`src/rtl/seg7_scan_display_ctrl_if.sv`:
```
// Value handshake bundle for seg7_scan_display_ctrl.
// master: score/timer logic supplying values; slave: the display controller.
interface seg7_scan_display_ctrl_if #(
   parameter int VALUE_WIDTH = 14
);
   logic [VALUE_WIDTH-1:0] value_in;
   logic                   value_valid;
   logic                   value_ready;
   logic                   busy;
   logic                   overflow;

   modport master (
      output value_in,
      output value_valid,
      input  value_ready,
      input  busy,
      input  overflow
   );

   modport slave (
      input  value_in,
      input  value_valid,
      output value_ready,
      output busy,
      output overflow
   );
endinterface

```
`src/rtl/seg7_scan_display_ctrl.sv`:
```
// Multiplexed common-anode 7-segment controller.
// Accepts a binary value over a valid/ready handshake, converts it to BCD with a
// sequential double-dabble engine and scans NUM_DIGITS digits, leftmost first.
// Values >= 10**NUM_DIGITS show dashes on every digit and raise overflow.
// Optional build macro: LEADING_ZERO_BLANK_EN blanks leading zero digits
// (least significant digit always shown).
module seg7_scan_display_ctrl #(
   parameter int NUM_DIGITS   = 4,
   parameter int VALUE_WIDTH  = 14,
   parameter int DIGIT_CYCLES = 262144
) (
   input  logic                      clock_100Mhz,
   input  logic                      reset,
   seg7_scan_display_ctrl_if.slave   bus,
   output logic [NUM_DIGITS-1:0]     Anode_Activate,
   output logic [6:0]                LED_out
);

   localparam int BCD_W  = 4 * NUM_DIGITS;
   localparam int CNT_W  = $clog2(VALUE_WIDTH);
   localparam int TICK_W = (DIGIT_CYCLES > 1) ? $clog2(DIGIT_CYCLES) : 1;
   localparam int IDX_W  = (NUM_DIGITS > 1) ? $clog2(NUM_DIGITS) : 1;

   localparam logic [1:0] S_IDLE    = 2'd0;
   localparam logic [1:0] S_CONVERT = 2'd1;
   localparam logic [1:0] S_COMMIT  = 2'd2;

   // Internal display code for a dash; never produced by the BCD engine.
   localparam logic [3:0] DASH_CODE = 4'hA;

   function automatic logic [63:0] f_pow10(input int n);
      logic [63:0] acc;
      acc = 64'd1;
      for (int i = 0; i < n; i++) acc = acc * 64'd10;
      return acc;
   endfunction

   localparam logic [63:0] LIMIT = f_pow10(NUM_DIGITS);

   function automatic logic [6:0] f_decode(input logic [3:0] d);
      case (d)
         4'd0:    f_decode = 7'b0000001;
         4'd1:    f_decode = 7'b1001111;
         4'd2:    f_decode = 7'b0010010;
         4'd3:    f_decode = 7'b0000110;
         4'd4:    f_decode = 7'b1001100;
         4'd5:    f_decode = 7'b0100100;
         4'd6:    f_decode = 7'b0100000;
         4'd7:    f_decode = 7'b0001111;
         4'd8:    f_decode = 7'b0000000;
         4'd9:    f_decode = 7'b0000100;
         4'hA:    f_decode = 7'b1111110;
         default: f_decode = 7'b1111111;
      endcase
   endfunction

   logic [1:0]              r_state;
   logic [VALUE_WIDTH-1:0]  r_shift;
   logic [BCD_W-1:0]        r_bcd;
   logic [CNT_W-1:0]        r_bit_cnt;
   logic                    r_ovf_pend;
   logic [BCD_W-1:0]        r_disp;
   logic                    r_ovf;
   logic [TICK_W-1:0]       r_tick;
   logic [IDX_W-1:0]        r_idx;
   logic [NUM_DIGITS-1:0]   r_anode;
   logic [6:0]              r_led;

   logic [BCD_W-1:0]        w_bcd_adj;
   logic [3:0]              w_digit;
   logic [NUM_DIGITS-1:0]   w_anode;
   logic [6:0]              w_led;

   assign bus.value_ready = (r_state == S_IDLE);
   assign bus.busy        = (r_state != S_IDLE);
   assign bus.overflow    = r_ovf;
   assign Anode_Activate  = r_anode;
   assign LED_out         = r_led;

   // Double-dabble correction: every BCD nibble >= 5 gets +3 before the shift.
   always_comb begin
      w_bcd_adj = r_bcd;
      for (int unsigned i = 0; i < NUM_DIGITS; i++) begin
         if (r_bcd[4*i +: 4] >= 4'd5) w_bcd_adj[4*i +: 4] = r_bcd[4*i +: 4] + 4'd3;
      end
   end

   // Handshake capture, conversion steps and atomic commit to the display register.
   always_ff @(posedge clock_100Mhz or posedge reset) begin
      if (reset) begin
         r_state    <= S_IDLE;
         r_shift    <= '0;
         r_bcd      <= '0;
         r_bit_cnt  <= '0;
         r_ovf_pend <= 1'b0;
         r_disp     <= '0;
         r_ovf      <= 1'b0;
      end else begin
         case (r_state)
            S_IDLE: begin
               if (bus.value_valid) begin
                  r_shift    <= bus.value_in;
                  r_bcd      <= '0;
                  r_bit_cnt  <= '0;
                  r_ovf_pend <= (64'(bus.value_in) >= LIMIT);
                  r_state    <= S_CONVERT;
               end
            end
            S_CONVERT: begin
               r_bcd   <= {w_bcd_adj[BCD_W-2:0], r_shift[VALUE_WIDTH-1]};
               r_shift <= {r_shift[VALUE_WIDTH-2:0], 1'b0};
               if (r_bit_cnt == CNT_W'(VALUE_WIDTH - 1)) begin
                  r_state <= S_COMMIT;
               end else begin
                  r_bit_cnt <= r_bit_cnt + 1'b1;
               end
            end
            S_COMMIT: begin
               r_disp  <= r_ovf_pend ? {NUM_DIGITS{DASH_CODE}} : r_bcd;
               r_ovf   <= r_ovf_pend;
               r_state <= S_IDLE;
            end
            default: r_state <= S_IDLE;
         endcase
      end
   end

   // Digit dwell counter and scan index, free-running from reset.
   always_ff @(posedge clock_100Mhz or posedge reset) begin
      if (reset) begin
         r_tick <= '0;
         r_idx  <= '0;
      end else if (r_tick == TICK_W'(DIGIT_CYCLES - 1)) begin
         r_tick <= '0;
         r_idx  <= (r_idx == IDX_W'(NUM_DIGITS - 1)) ? '0 : r_idx + 1'b1;
      end else begin
         r_tick <= r_tick + 1'b1;
      end
   end

   // Select the digit for the current scan index; index 0 is the most significant nibble.
   always_comb begin
      w_digit = '0;
      w_anode = '1;
      for (int unsigned p = 0; p < NUM_DIGITS; p++) begin
         if (IDX_W'(NUM_DIGITS - 1 - p) == r_idx) begin
            w_digit    = r_disp[4*p +: 4];
            w_anode[p] = 1'b0;
         end
      end
   end

`ifdef LEADING_ZERO_BLANK_EN
   logic [NUM_DIGITS-1:0] w_lead_zero;
   logic                  w_blank;

   // Mark zero nibbles above the first non-zero nibble; bit 0 is never blanked.
   always_comb begin
      logic zero_so_far;
      zero_so_far = 1'b1;
      w_lead_zero = '0;
      for (int unsigned i = 0; i < NUM_DIGITS; i++) begin
         zero_so_far = zero_so_far && (r_disp[4*(NUM_DIGITS-1-i) +: 4] == 4'd0);
         if (i != NUM_DIGITS - 1) w_lead_zero[NUM_DIGITS-1-i] = zero_so_far;
      end
      w_blank = |(w_lead_zero & ~w_anode);
      w_led   = w_blank ? 7'b1111111 : f_decode(w_digit);
   end
`else
   // Every digit is decoded, leading zeros included.
   always_comb begin
      w_led = f_decode(w_digit);
   end
`endif

   // Registered anode and cathode drive.
   always_ff @(posedge clock_100Mhz or posedge reset) begin
      if (reset) begin
         r_anode <= {1'b0, {(NUM_DIGITS-1){1'b1}}};
         r_led   <= 7'b0000001;
      end else begin
         r_anode <= w_anode;
         r_led   <= w_led;
      end
   end

endmodule

```
`src/flat_wrapper.sv`:
```
// flat-port wrapper written by rule: the top's interface ports become plain ports
module seg7_scan_display_ctrl_flat 
#(
   parameter int NUM_DIGITS   = 4,
   parameter int VALUE_WIDTH  = 14,
   parameter int DIGIT_CYCLES = 262144
)
  (clock_100Mhz, reset, Anode_Activate, LED_out, bus_value_in, bus_value_valid, bus_value_ready, bus_busy, bus_overflow);
  seg7_scan_display_ctrl_if #(.VALUE_WIDTH(VALUE_WIDTH)) bus_i ();
  input  logic clock_100Mhz;
  input  logic reset;
  output logic [NUM_DIGITS-1:0] Anode_Activate;
  output logic [6:0] LED_out;
  input wire logic [$bits(bus_i.value_in)-1:0] bus_value_in;
  input wire logic [$bits(bus_i.value_valid)-1:0] bus_value_valid;
  output wire logic [$bits(bus_i.value_ready)-1:0] bus_value_ready;
  output wire logic [$bits(bus_i.busy)-1:0] bus_busy;
  output wire logic [$bits(bus_i.overflow)-1:0] bus_overflow;
  assign bus_i.value_in = bus_value_in;
  assign bus_i.value_valid = bus_value_valid;
  assign bus_value_ready = bus_i.value_ready;
  assign bus_busy = bus_i.busy;
  assign bus_overflow = bus_i.overflow;
  seg7_scan_display_ctrl #(.NUM_DIGITS(NUM_DIGITS), .VALUE_WIDTH(VALUE_WIDTH), .DIGIT_CYCLES(DIGIT_CYCLES)) u_core (.clock_100Mhz(clock_100Mhz), .reset(reset), .bus(bus_i), .Anode_Activate(Anode_Activate), .LED_out(LED_out));
endmodule
```
`config.mk`:
```
export PLATFORM = sky130hd
export DESIGN_NAME = seg7_scan_display_ctrl_flat
export DESIGN_NICKNAME = d
export VERILOG_FILES = /design/src/rtl/seg7_scan_display_ctrl_if.sv /design/src/rtl/seg7_scan_display_ctrl.sv /design/src/flat_wrapper.sv
export SDC_FILE = /design/constraint.sdc
export NUM_CORES = 1
export LEC_CHECK = 0
export ABC_AREA = 1
export BUFFER_PORTS_ARGS = -buffer_cell sky130_fd_sc_hd__clkbuf_2
export CAP_MARGIN = 10
export CORE_MARGIN = 2
export CORE_UTILIZATION = 40
export DETAILED_ROUTE_END_ITERATION = 12
export PLACE_DENSITY_LB_ADDON = 0.3
export SKIP_CTS_REPAIR_TIMING = 1
export SLEW_MARGIN = 20
export SYNTH_ARGS = -nofsm -noshare
export SYNTH_HDL_FRONTEND = slang
export SYNTH_SLANG_ARGS = --single-unit
```
`constraint.sdc`:
```
create_clock -name clock_100Mhz -period 5.3 [get_ports clock_100Mhz]
set_input_delay 0.53 -clock clock_100Mhz [delete_from_list [all_inputs] [get_ports clock_100Mhz]]
set_output_delay 0.53 -clock clock_100Mhz [all_outputs]
set_load 0.005 [all_outputs]
```
==> results.py, run 1 <==
metrics = {
    "power_and_ir_drop": {
        "power.internal_mw": 1.38,
        "p_sw_mw": 0.845,
        "power_leakage_nw": 2.35,
        "clkPwrFrac": 0.199,
        "swShare": 0.379,
        "seqPwrFrac": 0.446,
        "power_density_mw_per_mm2": 476,
        "ir_drop_mv": 0.273,
        "finalPower_mw": 2.23,
        "power_frac_comb": 0.355,
    },
    "floorplan": {
        "io_pins": 31,
        "die_x_um": 106,
        "fp.dieH_um": 106,
        "num_rows": 37,
        "core_mm2": 0.0103,
        "initial_core_util": 0.408,
        "die_area_mm2": 0.0113,
    },
    "sta": {
        "fin_crit_sh": 0.421,
        "finalWorstSetupSlack_ps": 3070,
        "fmax_ghz": 0.449,
        "hold_ws_ps": 324,
        "skew_ps": 8.50,
        "fin_crit_ps": 2230,
        "finalSetupViolations": 0,
        "rsz0062_at_grt": "false",
        "setup_tns_ps": 0,
        "maxSlewViolCount": 0,
        "tightest_slew_ps": 792,
        "hold_viol": 0,
        "max-slew-margin-rel": 0.472,
    },
    "detailed_routing": {
        "firstDrtPassIters": 4,
        "wirelength_mm": 7.97,
        "drt-initial-drc-count": 120,
        "final_antenna_net_count": 0,
        "wl_per_cell_um": 12.0,
        "drc": 0,
        "vias_per_cell": 4.86,
        "via_count": 3220,
    },
    "setup_path": {
        "end_kind": "flip-flop",
        "slowest_delay_ps": 550,
        "worstPathCellList": "inv_1 > ha_1 > inv_1 > o21ai_0 > inv_1 > ha_1 > inv_1 > nand2_1 > nand3_1 > nand2_1",
        "slowest_stage": "o21ai_0",
        "critPathLaunchType": "flip-flop",
        "critPathArrivalTime_ps": 2470,
        "critPathMostFrequentCell": "inv_1",
        "cp.required_ps": 5540,
        "path_max_fanout": 7,
        "crit_type": "flip-flop to flip-flop",
    },
    "clock_network": {
        "cts_tree": "built",
        "htreeDepth": 3,
        "cts_made_buffers": 9,
        "cts_root_buffer": "clkbuf_8",
        "clk_pin_slew_worst_paths_ps": 90,
        "clock_path_buffers": 2,
        "clkLatencyLatePin_ps": 350,
        "cts_num_sinks": 85,
    },
    "yosys": {
        "synth_top_cell_by_area": "dfrtp_1",
        "synth_compound_area_frac": 0.132,
        "syn_avg_cell_area_um2": 8.62,
        "synth_area_mm2": 0.00420,
        "synth_top_area_frac": 0.483,
        "ys_types": 29,
        "synth_fp_nets": 525,
        "ys_ff_latch": 85,
        "ys_seq_area_frac": 0.508,
        "synthCells": 487,
        "yosys.area_share.simple": 0.187,
        "synth_top_family_by_area": "simple AND/OR/NAND/NOR gates",
        "synth.top_cells.by_area": "dfrtp_1 48%, nand2_1 8.5%, ha_1 6.3%",
        "synth_adder_area_share": 0.0626,
        "synth_xor_area_frac": 0.0355,
        "synth.area.mux_share": 0,
        "yosysWarnings": 0,
    },
    "global_routing": {
        "grt_pass1_wl_mm": 14.2,
        "first_global_vias": 3149,
        "grt_usage": 0.156,
        "grt_max_degree": 86,
        "grt_overflow": 0,
        "antenna_found_initial": 0,
    },
    "finish": {
        "most-common-layout-cells": "95 x nand2_1, 81 x dfrtp_1, 60 x inv_1",
        "layout.nets": 560,
        "drive_gt1_frac": 0.137,
        "postLayoutCoreUtil": 0.455,
        "layout-area-overhead-vs-synth_pct": 11.5,
        "final_common_cell": "nand2_1",
        "antenna_cells": 0,
    },
    "placement": {
        "gp_congestion": 0.818,
        "hpwl_mm": 5.62,
        "portBuffers": 30,
        "post-place-ws_ps": 3080,
    },
    "worst_hold_path": {
        "min_path_type": "input pin to asynchronous set/reset pin",
    },
    "run_status": {
        "status": "finished clean",
    },
    "run": {
        "max-cap-violations": 0,
    },
}
-- registers in the layout, indices dropped and copies added, names as in the netlist --
signal	flops
u_core.LED_out	7
u_core.Anode_Activate	4
u_core.r_ovf_pend	1
u_core.r_disp	16
u_core.bus.overflow	1
u_core.r_bcd	16
u_core.r_tick	18
u_core.r_bit_cnt	4
u_core.r_state	2
u_core.r_shift	14
u_core.r_idx	2
-- worst max-delay path, delay by kind of cell, from the launching register on --
family | cells | cell delay, ps
AO/OA/AOI/OAI | 1 | 550
adder cells (fa/ha/maj) | 2 | 550
buffers and inverters | 4 | 430
flip-flops | 1 | 420
AND/OR/NAND/NOR | 3 | 170
-- final timing paths --
path	startpoint	depth (start not counted)	slack, ps	endpoint
min in group clock_100Mhz	bus_value_in[13]	3	420	u_core.r_ovf_pend
max in group asynchronous	reset	3	4380	u_core.r_bcd[0]
setup / recovery	u_core.r_idx[0]	10	3070	u_core.LED_out[1]
hold reg to reg	u_core.r_shift[6]	2	490	u_core.r_shift[6]
hold / removal	reset	3	320	u_core.r_tick[6]
setup reg to reg	u_core.r_idx[0]	10	3070	u_core.LED_out[1]
-- routing by layer --
metal	global-route usage	wire [um]	part of all wire
met5	0	0	0
met4	0.0464	116	0.015
met1	0.203	3880	0.49
met3	0.0441	303	0.038
met2	0.252	3660	0.46
-- power by group through the flow --
| stage | registers [mW] | logic, mW | clock network [mW] |
|---|---|---|---|
| after floorplan | 0.978 | 0.618 | 0 |
| after global placement | 1.00 | 0.767 | 0 |
| after detailed placement | 1.00 | 0.795 | 0 |
| after CTS | 0.994 | 0.800 | 0.459 |
| after global routing | 1.02 | 0.931 | 0.485 |
| final | 0.995 | 0.792 | 0.442 |
-- final cells by class --
cell class              instances  area [um2]
well taps                     136         170
inverters                      70         267
flip-flops and latches         85        2130
clock buffers                  13         179
multi-input cells             325        1750
repair buffers                 31         161
clock inverters                 3        17.5
fillers                      1021        5600
-- logic make-up after synthesis --
family	after synthesis
AO/OA/AOI/OAI	103
XOR/XNOR	17
adder cells (fa/ha/maj)	21
buffers and inverters	77
flip-flops	85
AND/OR/NAND/NOR	184
-- synthesized netlist by cell type, drive strengths merged --
| cell type | number |
|---|---|
| a21boi | 1 |
| a21oi | 31 |
| a22oi | 2 |
| a32o | 1 |
| buf | 6 |
| clkbuf | 1 |
| dfrtp | 81 |
| dfstp | 4 |
| ha | 21 |
| inv | 70 |
| nand2 | 99 |
| nand3 | 21 |
| nand4 | 5 |
| nor2 | 58 |
| nor3 | 1 |
| o211ai | 2 |
| o21ai | 55 |
| o221ai | 1 |
| o22ai | 10 |
| xnor2 | 3 |
| xor2 | 14 |
-- stage by stage --
step	cell area, um2	cells
floorplan	4200	487
global placement	4480	647
detailed placement	4480	647
CTS	4680	663
global route	4680	663
finish	4680	663
Power figures use the tool's default switching activity.
==> inputs of run 2 (changes only) <==
==> constraint.sdc (replaced) <==
create_clock -name clock_100Mhz -period 2 [get_ports clock_100Mhz]
set_input_delay 0.2 -clock clock_100Mhz [delete_from_list [all_inputs] [get_ports clock_100Mhz]]
set_output_delay 0.2 -clock clock_100Mhz [all_outputs]
set_load 0.005 [all_outputs]
==> run 2 against run 1 <==
Against the previous run: worst setup slack worse by 2900 ps; hold slack lost 220 ps; final cell count increased by 1.2%; highest routed layer unchanged; critical path type unchanged; clock power increased to 2.9 times the previous value; maximum frequency increased by 21%; die area did not move; cell area increased by 2.9%; clock skew rose by 6.8 ps; utilization grew 1.3 points; wire length up 3.2%.
==> results.py, run 2 (synthesized netlist as in run 1, its figures left out) <==
metrics = {
    "global_routing": {
        "met3_usage": 0.0380,
        "first_global_vias": 3239,
        "use_met1": 0.201,
        "grt_overflow": 0,
        "grt_usage": 0.155,
        "grt_max_degree": 35,
        "grt_pass1_wl_mm": 14.2,
        "antenna_found_initial": 0,
        "use_met2": 0.255,
        "busiest_layer": "met2",
    },
    "floorplan": {
        "core_mm2": 0.0103,
        "fp.dieH_um": 106,
        "die_area_mm2": 0.0113,
        "num_rows": 37,
        "io_pins": 31,
        "die_x_um": 106,
        "initial_core_util": 0.408,
    },
    "power_and_ir_drop": {
        "power_density_mw_per_mm2": 1260,
        "power.internal_mw": 3.80,
        "clkPwrFrac": 0.209,
        "p_sw_mw": 2.26,
        "finalPower_mw": 6.06,
        "ir_drop_mv": 0.681,
        "power_leakage_nw": 2.40,
        "seqPwrFrac": 0.436,
        "power_frac_comb": 0.354,
        "swShare": 0.372,
    },
    "setup_path": {
        "cp-startpoint": "u_core.r_idx[0]",
        "path_max_fanout": 6,
        "cp.required_ps": 2240,
        "critPathLaunchType": "flip-flop",
        "r2r_start": "u_core.r_idx[0]",
        "r2r.worst_path.cells": 11,
        "critPathArrivalTime_ps": 2080,
        "regToRegSetupSlack_ps": 150,
        "worst_setup_path_endpoint": "u_core.LED_out[3]",
        "end_kind": "flip-flop",
        "r2r_end": "u_core.LED_out[3]",
        "crit_type": "flip-flop to flip-flop",
    },
    "finish": {
        "antenna_cells": 0,
        "layout.cells.non_filler": 671,
        "register_area_mm2": 0.00213,
        "multiInputGateArea_mm2": 0.00179,
        "drive_gt1_frac": 0.161,
        "layout-area-overhead-vs-synth_pct": 14.7,
        "most-common-layout-cells": "95 x nand2_1, 80 x dfrtp_1, 58 x inv_1",
        "regMostFlops": "u_core.r_tick",
        "fillers": 1040,
        "final_common_cell": "nand2_1",
        "layout.nets": 568,
        "reg_top3": "u_core.r_tick (18), u_core.r_bcd (16), u_core.r_disp (16)",
        "largest_reg_flops": 18,
    },
    "worst_hold_path": {
        "hp-start": "bus_value_in[13]",
        "min_path_type": "input pin to flip-flop",
    },
    "detailed_routing": {
        "wl_per_cell_um": 12.3,
        "wirelength_mm": 8.22,
        "firstDrtPassIters": 4,
        "drc": 0,
        "final_antenna_net_count": 0,
        "drt-initial-drc-count": 173,
        "vias_per_cell": 4.94,
        "via_count": 3317,
    },
    "sta": {
        "skew_ps": 15.3,
        "fmax_ghz": 0.542,
        "fin_crit_ps": 1850,
        "maxSlewViolCount": 0,
        "hold_viol": 0,
        "fin_crit_sh": 0.923,
        "max-slew-margin-rel": 0.607,
        "finalSetupViolations": 0,
        "tightest_slew_ps": 588,
    },
    "clock_network": {
        "cts_tree": "built",
        "cts_made_buffers": 9,
        "htreeDepth": 3,
        "clock_path_buffers": 2,
        "clkLatencyLatePin_ps": 360,
        "clk_pin_slew_worst_paths_ps": 80,
        "cts_num_sinks": 85,
        "cts_root_buffer": "clkbuf_8",
    },
    "placement": {
        "gp_congestion": 0.857,
        "placed_cells": 653,
        "portBuffers": 30,
        "hpwl_mm": 5.87,
    },
    "run_status": {
        "status": "finished clean",
    },
    "run": {
        "max-cap-violations": 0,
    },
}
[run 2: changes by cell type in the layout (fill, tap and decap cells not counted), moves of 2 or more]
cell,before,now
buf_12,0,2
buf_4,0,6
clkinv_2,3,1
ha_1,21,18
ha_2,0,2
inv_1,60,58
inv_2,8,10
[run 2: critical path, stage by stage (launching register included)]
cell and delay [ps]:
dfrtp_1 410, inv_2 80, ha_1 230, buf_4 160
a21oi_1 110, nand2_1 110, o21ai_4 110, ha_1 270
inv_1 60, nand2_1 60, nand3_1 90, nand2_1 60
[run 2: per-layer routing]
metal  up-vias  wire [um]
met4         0        120
met2        61       3900
met1      1592       3820
met5         -          0
met3        11        379
li1       1653          -
[run 2: metrics by stage]
| step | hold slack [ps] | area [um2] | setup slack [ps] | utilization | setup TNS, ps |
|---|---|---|---|---|---|
| floorplan | 338 | 4200 | 62.0 | - | 0 |
| global placement | 281 | 4550 | 11.4 | 0.443 | 0 |
| detailed placement | 289 | 4550 | -99.3 | 0.443 | -280 |
| CTS | -101 | 4760 | -114 | 0.464 | -341 |
| global route | 79.6 | 4820 | -8.20 | 0.469 | -8.20 |
| finish | 99.1 | 4820 | 154 | 0.469 | 0 |
[run 2: worst min-delay path by stage]
stage	cells after the start	to	slack, ps
after floorplan	2	u_core.r_ovf_pend	340
after global placement	2	u_core.r_shift[6]	280
after detailed placement	2	u_core.r_shift[6]	290
after CTS	2	u_core.r_shift[5]	-100
after global routing	3	u_core.r_ovf_pend	80
final	3	u_core.r_ovf_pend	100
[run 2: final cells by class]
| cell class | count | area share |
|---|---|---|
| Sequential cell | 85 | 0.443 |
| Multi-Input combinational cell | 325 | 0.371 |
| Inverter | 70 | 0.0559 |
| Clock inverter | 3 | 0.00883 |
| Timing Repair Buffer | 39 | 0.0509 |
| Clock buffer | 13 | 0.0351 |
| Tap cell | 136 | 0.0353 |
[run 2: power groups by stage]
stage / combinational (mW) / sequential (mW) / clock, mW
6_report: 2.15 / 2.64 / 1.27
3_5_place_dp: 2.15 / 2.67 / 0
2_1_floorplan: 1.64 / 2.59 / 0
5_1_grt: 2.51 / 2.71 / 1.37
3_3_place_gp: 2.07 / 2.65 / 0
4_1_cts: 2.16 / 2.64 / 1.31
